`config.mk`:
```
export PLATFORM = sky130hd
export DESIGN_NAME = busm_arb
export DESIGN_NICKNAME = d
export VERILOG_FILES = /design/src/rtl/busm_arb.sv
export SDC_FILE = /design/constraint.sdc
export NUM_CORES = 1
export LEC_CHECK = 0
export BUFFER_PORTS_ARGS = -buffer_cell sky130_fd_sc_hd__buf_2
export CAP_MARGIN = 25
export CORE_MARGIN = 2
export CORE_UTILIZATION = 40
export DETAILED_ROUTE_END_ITERATION = 8
export SLEW_MARGIN = 20
export SYNTH_ARGS = -nofsm -noshare
export SYNTH_HDL_FRONTEND = slang
export SYNTH_SLANG_ARGS = --single-unit
```
`constraint.sdc`:
```
create_clock -name clk -period 2.15 [get_ports clk]
set_input_delay 0.215 -clock clk [delete_from_list [all_inputs] [get_ports clk]]
set_output_delay 0.215 -clock clk [all_outputs]
set_load 0.01 [all_outputs]
```
`src/rtl/busm_arb.sv`:
```
// Four-requester round-robin bus arbiter with a bounded hold time and a registered shared bus.
// Optional bus-busy counter output is built when BUSM_ARB_CNT_EN is defined.
module busm_arb #(
    parameter int unsigned HOLD_MAX = 4
) (
    input  logic        clk,
    input  logic        rst_n,
    input  logic [3:0]  req,
    input  logic [15:0] iB,
    output logic [3:0]  gnt,
    output logic [3:0]  oB,
    output logic        vld
`ifdef BUSM_ARB_CNT_EN
    ,
    output logic [7:0]  busy_cnt
`endif
);

    typedef enum logic [0:0] {StIdle, StOwn} state_e;

    localparam logic [3:0] HoldTop = 4'(HOLD_MAX - 1);

    state_e      state_q;
    logic [1:0]  owner_q;
    logic [1:0]  ptr_q;
    logic [3:0]  hold_q;
    logic [3:0]  gnt_q;
    logic [3:0]  ob_q;
    logic        vld_q;
`ifdef BUSM_ARB_CNT_EN
    logic [7:0]  cnt_q;
`endif

    logic [3:0]  owner_oh;
    logic [3:0]  others;
    logic [1:0]  idle_pick;
    logic [1:0]  next_pick;
    logic        hold_top;
    logic        owner_req;

    // First asserted bit of r, scanning start, start+1, ... mod 4.
    function automatic logic [1:0] rr_pick(input logic [3:0] r, input logic [1:0] start);
        logic [1:0] pick;
        logic       found;
        pick  = start;
        found = 1'b0;
        for (int i = 0; i < 4; i++) begin
            logic [1:0] idx;
            idx = start + 2'(i);
            if (!found && r[idx]) begin
                pick  = idx;
                found = 1'b1;
            end
        end
        return pick;
    endfunction

    always_comb begin
        owner_oh  = 4'b0001 << owner_q;
        others    = req & ~owner_oh;
        owner_req = req[owner_q];
        idle_pick = rr_pick(req, ptr_q);
        next_pick = rr_pick(others, owner_q + 2'd1);
        hold_top  = (hold_q == HoldTop);
    end

    always_ff @(posedge clk or negedge rst_n) begin
        if (!rst_n) begin
            state_q <= StIdle;
            owner_q <= 2'd0;
            ptr_q   <= 2'd0;
            hold_q  <= 4'd0;
            gnt_q   <= 4'd0;
            ob_q    <= 4'h0;
            vld_q   <= 1'b0;
`ifdef BUSM_ARB_CNT_EN
            cnt_q   <= 8'd0;
`endif
        end else begin
            unique case (state_q)
                StIdle: begin
                    vld_q <= 1'b0;
                    if (|req) begin
                        state_q <= StOwn;
                        owner_q <= idle_pick;
                        gnt_q   <= 4'b0001 << idle_pick;
                        ptr_q   <= idle_pick + 2'd1;
                        hold_q  <= 4'd0;
                    end
                end
                StOwn: begin
                    if (!owner_req && (others == 4'd0)) begin
                        // Release with nobody waiting: no final bus load.
                        state_q <= StIdle;
                        gnt_q   <= 4'd0;
                        vld_q   <= 1'b0;
                        hold_q  <= 4'd0;
                    end else begin
                        // Bus sees the current owner's slice even on a handover edge.
                        ob_q  <= iB[{owner_q, 2'b00} +: 4];
                        vld_q <= 1'b1;
`ifdef BUSM_ARB_CNT_EN
                        if (cnt_q != 8'hFF) cnt_q <= cnt_q + 8'd1;
`endif
                        if (!owner_req || (hold_top && (others != 4'd0))) begin
                            owner_q <= next_pick;
                            gnt_q   <= 4'b0001 << next_pick;
                            ptr_q   <= next_pick + 2'd1;
                            hold_q  <= 4'd0;
                        end else if (!hold_top) begin
                            hold_q  <= hold_q + 4'd1;
                        end
                    end
                end
                default: state_q <= StIdle;
            endcase
        end
    end

    always_comb begin
        assert ($onehot0(gnt_q));
    end

    assign gnt = gnt_q;
    assign oB  = ob_q;
    assign vld = vld_q;
`ifdef BUSM_ARB_CNT_EN
    assign busy_cnt = cnt_q;
`endif

endmodule
```
==> impl_metrics.tcl <==
set metrics [dict create \
    synth_top_area_cell "dfrtp_1" \
    drtPass1Iterations 6 \
    maxCapViolations 0 \
    r2r_start "owner_q[1]" \
    setup_viol 0 \
    synth-seq-cells 18 \
    ff2ff_path_depth 9 \
    critical_path.endpoint "ptr_q[1]" \
    fmax_mhz 487 \
    synthCells 132 \
    root_buffer "clkbuf_4" \
    place.gp.congestion 0.865 \
    die_h_um 62.1 \
    worstPathArrival_ps 2260 \
    p_total_uw 2530 \
    clockBufferDepth 2 \
    grt_start_max_net_pins 19 \
    min_path_type "in -> reg" \
    wl_per_cell_um 14.8 \
    rows 21 \
    grt_pass1_vias 1183 \
    grt-ovfl-total 0 \
    holdWs_ps 336 \
    ios 31 \
    synth_most_common_cell "dfrtp_1" \
    maxSlewViolCount 0 \
    async_reset_ff_share_pct 100 \
    yosys_warnings 0 \
    diodes 0 \
    yosysUniqueCellTypes 44 \
    ys_seq_area_share_pct 33.4 \
    crit_path_end_kind "flop" \
    placed_cell_area_sq_um 1550 \
    clk_pin_slew_worst_paths_ps 120 \
    synth_top_area_share_pct 33.4 \
    port_buffers 30 \
    dp_worst_setup_slack_ps 39.5 \
    grt_usage_pct 17.6 \
    syn-cell-area_sq_um 1350 \
    min_period_ps 2050 \
    routed_wl_um 3200 \
    fin_crit_sh_pct 95.4 \
    die_area_sq_um 3850 \
    drt_iter0_markers 43 \
    ys_top_cells_by_area "dfrtp_1 (33%), mux4_2 (8.3%), mux2_4 (5.6%)" \
    worst_setup_path_start_kind "flop" \
    clk_latency_ps 310 \
    tightest_slew_ps 428 \
    final_antenna_net_count 0 \
    num-nets-final 198 \
    status "finished clean" \
    cts_num_sinks 18 \
    grt_pass1_wl_um 5020 \
    crit_start "owner_q[1]" \
    slew-limit-headroom_pct 71.5 \
    antenna_found_initial 0 \
    cts_made_buffers 3 \
    start_util_pct 41.1 \
    cp_max_fo 6 \
    routed_via_density 5.56 \
    core_area_sq_um 3280 \
    power_density_nw_per_um2 1510 \
    skew_ps 3.63 \
    p_leak_uw 0.000753 \
    worstSetupPathType "reg -> reg" \
    ys.flop_type "dfrtp_1" \
    syn2layout_area_growth_pct 24.0 \
    num_vias 1201 \
    stdcell_area_sq_um 1670 \
    fin_ws_ps 98.0 \
    timing.rr.end "ptr_q[1]" \
    syn_nets 159 \
    drive_above_1_share_pct 47.1 \
    drc_errors 0 \
    worstPathRequired_ps 2360 \
    reg2reg_slack_ps 100 \
    postSynthAreaPerCell_sq_um 10.2 \
    hold_viol 0 \
    peakVddDrop_uv 637 \
    die_w_um 62.1 \
    dp_hpwl_um 2250 \
    htreeDepth 1 \
    cts_tree "yes" \
    synth_edf_count 0 \
    synth.top_cells.by_count "dfrtp_1 (18), nand2_1 (13), inv_1 (9)" \
]
==> critical path, cell delays in order, from the launching register on <==
cell	delay, ps
dfrtp_2	440
inv_2	50
buf_4	140
ha_4	150
nand2b_2	220
o22ai_1	190
a21oi_1	100
a22o_2	240
xor2_1	160
mux2_2	260
==> cell usage in the layout, fill, tap and decap left out, types with 2 or more instances in the layout <==
cell type and n:
inv_1 7, and2b_4 2, mux2_2 4, dfrtp_2 2, a31oi_1 3, clkbuf_4 3
a221oi_2 2, buf_4 7, nand3_1 8, nand2_1 13, mux2_4 5, mux4_2 5
nor2b_1 2, a22o_1 2, nor2_1 7, buf_2 30, inv_2 3, ha_1 3
a21oi_1 3, nor3b_1 3, a31o_2 2, o21ai_0 5, nand3b_1 2, dfrtp_1 16
nand2b_1 3
==> power by group <==
part	total (uW)	internal (uW)	switching [uW]
clock network	228	104	125
registers	633	499	134
logic	1670	865	801
total	2530	1470	1060
==> routing by layer <==
metal  vias to the layer above  global-route usage [%]  wire length (um)
li1                        564                       -                 -
met1                       587                    22.4              1370
met2                        43                    30.1              1570
met3                         7                    2.69               188
met4                         0                    6.69                69
met5                         -                       0                 0
==> layout make-up <==
cell class,instances,area [sq um]
fillers,304,1610
multi-input cells,100,876
flip-flops and latches,18,453
repair buffers,38,213
well taps,46,57.6
inverters,10,37.5
clock buffers,4,36.3
==> per-stage QoR <==
step	utilization, %	setup TNS (ps)	cells
final	50.9	0	216
after global routing	50.9	-53.0	216
after CTS	48.6	0	212
after detailed placement	47.2	0	207
after global placement	47.2	0	207
after floorplan	-	0	132
==> repair_timing <==
| item | CTS | global route |
|---|---|---|
| gates resized for setup | 0 | 14 |
| endpoints found under the hold margin | 18 | 0 |
| setup endpoints to repair | 0 | 6 |
| setup buffers | 0 | 4 |
| hold buffers | 1 | 0 |
==> worst min path at each step <==
stage / from / endpoint / slack (ps) / cells after the start
after detailed placement: rst_n / oB[1] / 170 / 1
final: iB[11] / oB[3] / 340 / 3
after floorplan: rst_n / gnt[0] / -80 / 0
after CTS: iB[11] / oB[3] / 350 / 3
after global placement: rst_n / oB[2] / 170 / 1
after global routing: iB[3] / oB[3] / 330 / 3
==> registers in the layout (all words and copies together) (netlist names) <==
register and flops:
owner_q 2, gnt 4, hold_q 4, ptr_q 2, vld 1, oB 4, state_q 1
==> cells by family (layout without fill, tap and decap cells) <==
| group | Yosys count | count (layout) | synth area share [%] |
|---|---|---|---|
| xor+xnor | 1 | 1 | 0.649 |
| simple gates | 50 | 50 | 19.9 |
| compound gates | 29 | 29 | 18.5 |
| flops | 18 | 18 | 33.4 |
| mux | 15 | 15 | 18.0 |
| fa+ha+maj | 5 | 5 | 4.64 |
| buf+inv | 14 | 52 | 4.92 |
No activity file was read; power rests on OpenSTA's default activity.
